$ cat src/rtl/connect4_pkg.sv
// connect4_pkg: shared states, status codes, board size and LED indices for the 4x4 Connect-4 core
package connect4_pkg;
  localparam int ROWS = 4;
  localparam int COLS = 4;
  typedef enum logic [1:0] {IDLE = 2'b00, PLACE = 2'b01, CHECK = 2'b10, OVER = 2'b11} state_e;
  typedef enum logic [1:0] {PLAYING = 2'b00, P1_WIN = 2'b01, P2_WIN = 2'b10, TIE = 2'b11} status_e;
  localparam int LED_P1_TURN = 0;
  localparam int LED_P2_TURN = 1;
  localparam int LED_P1_WIN = 2;
  localparam int LED_P2_WIN = 3;
  localparam int LED_TIE = 4;
  localparam int LED_REJECT = 5;
  localparam int LED_OVER = 6;
endpackage

$ cat src/rtl/connect4_win_check.sv
// connect4_win_check: flags a completed row/column in a player bitboard; diagonals only with DIAG_WIN_EN
module connect4_win_check
  import connect4_pkg::*;
(
  input  logic [15:0] board_i,
  output logic        win_o
);
  logic [ROWS-1:0] row_w;
  logic [COLS-1:0] col_w;
  for (genvar r = 0; r < ROWS; r++) begin : g_row
    assign row_w[r] = &board_i[r*COLS +: COLS];
  end
  for (genvar c = 0; c < COLS; c++) begin : g_col
    assign col_w[c] = &{board_i[c], board_i[c+4], board_i[c+8], board_i[c+12]};
  end
`ifdef DIAG_WIN_EN
  assign win_o = |row_w | |col_w | &{board_i[0], board_i[5], board_i[10], board_i[15]}
               | &{board_i[3], board_i[6], board_i[9], board_i[12]};
`else
  assign win_o = |row_w | |col_w;
`endif
endmodule

$ cat src/rtl/fsm_col_sel_circuit.sv
// fsm_col_sel_circuit: 4x4 Connect-4 move FSM (drop, win/tie check, turn change); DIAG_WIN_EN adds diagonal wins
module fsm_col_sel_circuit
  import connect4_pkg::*;
(
  input  logic        clk,
  input  logic        reset,
  input  logic        enable,
  input  logic [3:0]  in_column,
  output logic [15:0] out_gameboard,
  output logic [15:0] out_players_cells,
  output logic [1:0]  out_game_status,
  output logic [1:0]  current_state,
  output logic        playerTurn,
  output logic [4:0]  column_calc,
  output logic [6:0]  LEDs,
  output logic [2:0]  counter_0,
  output logic [2:0]  counter_1,
  output logic [2:0]  counter_2,
  output logic [2:0]  counter_3
);
  logic [1:0]  state_q, state_d, status_q, col_idx;
  logic [15:0] board_q, cells_q, mover;
  logic [4:0]  calc_q;
  logic [2:0]  cnt_q [COLS];
  logic [2:0]  sel_cnt;
  logic [3:0]  sel;
  logic        turn_q, rej_q, en_q, en_rise, one_hot, win;
  assign en_rise = enable & ~en_q;
  assign sel = ~in_column;
  assign one_hot = (sel != 4'd0) && ((sel & (sel - 4'd1)) == 4'd0);
  assign col_idx = {sel[3] | sel[2], sel[3] | sel[1]};
  assign sel_cnt = cnt_q[col_idx];
  assign mover = board_q & (turn_q ? cells_q : ~cells_q);
  connect4_win_check u_win (.board_i(mover), .win_o(win));
  always_comb begin
    state_d = state_q == IDLE  ? ((en_rise && one_hot && !sel_cnt[2]) ? PLACE : IDLE) :
              state_q == PLACE ? CHECK :
              state_q == CHECK ? ((win || &board_q) ? OVER : IDLE) : OVER;
  end
  always_ff @(posedge clk) begin
    if (reset) begin
      state_q  <= IDLE;
      board_q  <= '0;
      cells_q  <= '0;
      status_q <= PLAYING;
      turn_q   <= 1'b0;
      calc_q   <= '0;
      rej_q    <= 1'b0;
      en_q     <= 1'b0;
      cnt_q    <= '{default: '0};
    end else begin
      state_q <= state_d;
      en_q    <= enable;
      case (state_q)
        IDLE: if (en_rise) begin
          if (one_hot) calc_q <= {sel_cnt, col_idx};
          rej_q <= !(one_hot && !sel_cnt[2]);
        end
        PLACE: begin
          board_q[calc_q[3:0]] <= 1'b1;
          cells_q[calc_q[3:0]] <= turn_q;
          cnt_q[calc_q[1:0]]   <= cnt_q[calc_q[1:0]] + 3'd1;
        end
        CHECK: begin
          if (win) status_q <= turn_q ? P2_WIN : P1_WIN;
          else if (&board_q) status_q <= TIE;
          else turn_q <= ~turn_q;
        end
        default: ;
      endcase
    end
  end
  always_comb begin
    LEDs = '0;
    LEDs[LED_P1_TURN] = state_q != OVER && !turn_q;
    LEDs[LED_P2_TURN] = state_q != OVER && turn_q;
    LEDs[LED_P1_WIN]  = status_q == P1_WIN;
    LEDs[LED_P2_WIN]  = status_q == P2_WIN;
    LEDs[LED_TIE]     = status_q == TIE;
    LEDs[LED_REJECT]  = rej_q;
    LEDs[LED_OVER]    = state_q == OVER;
  end
  assign out_gameboard     = board_q;
  assign out_players_cells = cells_q;
  assign out_game_status   = status_q;
  assign current_state     = state_q;
  assign playerTurn        = turn_q;
  assign column_calc       = calc_q;
  assign counter_0         = cnt_q[0];
  assign counter_1         = cnt_q[1];
  assign counter_2         = cnt_q[2];
  assign counter_3         = cnt_q[3];
endmodule

$ cat config.mk
export PLATFORM = sky130hd
export DESIGN_NAME = fsm_col_sel_circuit
export DESIGN_NICKNAME = d
export VERILOG_FILES = /design/src/rtl/connect4_pkg.sv /design/src/rtl/connect4_win_check.sv /design/src/rtl/fsm_col_sel_circuit.sv
export SDC_FILE = /design/constraint.sdc
export NUM_CORES = 1
export LEC_CHECK = 0
export ABC_AREA = 1
export BUFFER_PORTS_ARGS = -buffer_cell sky130_fd_sc_hd__buf_2
export CAP_MARGIN = 30
export CORE_ASPECT_RATIO = 1.5
export CORE_MARGIN = 5
export CORE_UTILIZATION = 45
export CTS_CLUSTER_DIAMETER = 80
export DETAILED_ROUTE_END_ITERATION = 10
export PLACE_DENSITY_LB_ADDON = 0.05
export SLEW_MARGIN = 10
export SYNTH_ARGS = -nofsm -noshare
export SYNTH_HDL_FRONTEND = slang
export SYNTH_SLANG_ARGS = --single-unit
$ cat constraint.sdc
create_clock -name clk -period 4.2 [get_ports clk]
set_clock_uncertainty 0.05 [all_clocks]
set_input_delay 0.21 -clock clk [delete_from_list [all_inputs] [get_ports clk]]
set_output_delay 0.21 -clock clk [all_outputs]
set_load 0.02 [all_outputs]
==> key figures <==
Finish
  – ANT cells: 0
  – # nets final: 476
  – Layout cells sized above 1: between 10% and 20%
  – Fill cell count: 620
  – Area Overhead vs Synth: 16.62%
  – Non-filler cells, final: roughly 540

Route
  – Vias per inst: slightly above 5
  – Routed Wire Length: 7696 um
  – Post-route ant nets: 0
  – First-pass DRT Iterations: 4
  – Routed vias: 2,745
  – Residual DRC: 0
  – Routed len/inst: between 10 and 15 um
  – Iter 0 DRT Violations: 136

Power
  – P_int: about 0.76 mW
  – Comb power frac: 14.7%
  – Power share of the clock group: 31.6%
  – Maximum VDD drop: roughly 0.23 mV
  – Net Sw Frac: roughly 28%
  – LEAKAGE: 1.412 nW
  – Pwr per Cell Area: ~330 mW/mm^2
  – Psw: about 0.29 mW
  – Sequential share of power: a little over half

Yosys
  – Ys flop type: dfxtp_1
  – Seq/Total Area, Yosys: slightly above 40%
  – Post-synth design cell area: 0.002725 mm^2
  – Synthesized flop and latch total: 56
  – Post-synth EDFFs: 0
  – Yosys cell types: 28
  – Mapped Cells: just over 400
  – Avg Inst Size Synth: 6.712 um^2
  – Mapped Nets: between 400 and 500
  – Synth warn: 0
  – Post-synth ARST share: 0%

Placement
  – Dpl cells: approximately 530
  – HPWL Detailed: ~5800 um
  – IO buf count: 67
  – GP Congestion: 0.8610

GRT
  – Largest net degree at the start of global routing: 34
  – Initial antenna violation count: 0
  – GRT Residual Overflow: 0
  – Total Routing Usage GR: between 20% and 30%
  – Vias in the first global route: between 2k and 3k
  – First-pass GRT wire length: 12,830 um

Outcome
  – Status: completed

Worst setup path
  – Worst Setup End Kind: register
  – WP data required: approximately 4.4 ns
  – WS Path Type: reg2reg
  – Crit Path Max Fanout: 5
  – Worst Setup Start Kind: register
  – Critical Path AT: ~2.3 ns

STA
  – Endpoints failing hold: 0
  – Final min period: 2.093 ns
  – Final Max Slew Viols: 0
  – RSZ-0062 raised after global routing: no
  – Least-Margin Pin Slew: 0.8843 ns
  – Final setup vio count: 0
  – Max-Slew Margin vs Limit: around two fifths
  – Max Freq: about 480 MHz
  – Setup tns final: 0 ns
  – Tcrit/Tclk final: between 40% and 50%

Floorplanning
  – Core area: between 0.005 and 0.006 mm^2
  – Chip Height: 105.3 um
  – # rows: 34
  – Chip Width: 73.54 um
  – Die Area: 0.007745 mm^2
  – I/O Pins: just under 70
  – Initial Utilization: 46.42%

CTS
  – Setup Fix Bufs, Post-CTS: 0
  – Clock sinks: 56
  – Reg clk slew, reported paths: 0.09 ns
  – CTS tree: done
  – Skew-Pair Late Insertion Delay: around 0.30 ns
  – Worst-case clock buffer depth: 2
  – TritonCTS Buffers: 5
  – # hold bufs at CTS: 0
  – H-tree levels: 2
  – Post-CTS Resized: 0
  – Clk root buf: clkbuf_8

Min path
  – Hold crit path type: in2reg

Flow run
  – Max_cap viols: 0
## logic make-up (layout without fill, tap and decap cells)
logic type,count (synthesis),count (layout),synth area share (%)
AND/OR/NAND/NOR,184,184,29.02
flip-flops,56,56,41.14
XOR/XNOR,1,1,0.3215
AO/OA/AOI/OAI,91,91,17.45
adder cells (fa/ha/maj),1,1,0.4591
buffers and inverters,73,134,11.62
## worst paths after layout
| check | from | to | slack [ns] | cells past startpoint |
|---|---|---|---|---|
| worst max-delay path | column_calc[0] | counter_2[2] | 2.11 | 8 |
| worst min register to register | out_players_cells[8] | out_players_cells[8] | 0.44 | 2 |
| worst max register to register | column_calc[0] | counter_2[2] | 2.11 | 8 |
| worst min-delay path | enable | en_q | 0.09 | 3 |
## critical path, stage by stage (launching register included)
cell,delay [ns]
dfxtp_1,0.40
inv_1,0.07
nor2_1,0.24
inv_1,0.14
o2111ai_1,0.45
ha_1,0.26
xor2_1,0.26
o21ai_0,0.12
inv_1,0.06
## state kept, by name (all words and copies together) (netlist names)
register           cells
counter_1              3
out_gameboard         16
counter_2              3
playerTurn             1
rej_q                  1
out_game_status        2
counter_0              3
en_q                   1
column_calc            5
counter_3              3
out_players_cells     16
current_state          2
## layer usage
metal / global-route usage, % / vias up / wire length [um]
li1: - / 1410 / -
met1: 21.98 / 1241 / 2962
met2: 37.37 / 74 / 4007
met3: 3.619 / 20 / 477
met4: 10.36 / 0 / 249
met5: 0 / - / 0
## cells in the mapped netlist, types with 2 or more instances
cell	instances	share of area (%)
nand4_1	4	0.92
nor2_1	67	9.2
buf_6	2	0.83
nor2_2	2	0.46
nand2_1	83	11
a21oi_1	45	8.3
buf_4	3	0.83
a22oi_1	2	0.55
dfxtp_1	56	41
o21ai_0	39	7.2
nand3_2	7	2.6
inv_1	56	7.7
nand3_1	16	2.9
clkbuf_1	7	0.96
inv_2	3	0.41
nor2_4	2	0.83
## cells in the final DEF, fill, tap and decap left out, types with 3 or more instances in the layout
master / netlist / routed
nand4_1: 4 / 4
clkbuf_8: 0 / 5
inv_1: 56 / 56
buf_2: 0 / 67
o21ai_0: 39 / 39
nand2_1: 83 / 83
nand3_1: 16 / 16
dfxtp_1: 56 / 56
nor2_1: 67 / 67
a21oi_1: 45 / 45
inv_2: 3 / 3
nand3_2: 7 / 7
## area by class of cell
type,count,area [um^2],share of cell area [%]
inverter,60,230.2,7.244
sequential,56,1121,35.28
multi-input combinational,277,1287,40.51
timing repair buffer,68,350.3,11.02
clock inverter,1,30.03,0.9449
tap,72,90.09,2.835
clock buffer,5,68.82,2.165
## per-stage QoR
step / instance area (um^2) / hold WS, ns / util (%) / total power, mW / worst slack [ns]
6_report: 3178 / 0.08553 / 54.13 / 1.058 / 2.107
5_1_grt: 3178 / 0.1071 / 54.13 / 1.105 / 1.847
3_5_place_dp: 3079 / 0.3911 / 52.45 / 0.7360 / 2.133
3_3_place_gp: 3064 / 0.3778 / 52.20 / 0.7323 / 1.885
2_1_floorplan: 2725 / 0.2849 / - / 0.6930 / 2.396
4_1_cts: 3178 / 0.07296 / 54.13 / 1.068 / 2.092
## power by group through the flow
stage | logic (mW) | registers [mW] | clock network [mW]
after floorplan | 0.102 | 0.591 | 0
after global placement | 0.148 | 0.584 | 0
after detailed placement | 0.156 | 0.580 | 0
after CTS | 0.157 | 0.568 | 0.342
after global routing | 0.172 | 0.572 | 0.360
final | 0.155 | 0.568 | 0.334
No activity file was read; power rests on OpenSTA's default activity.
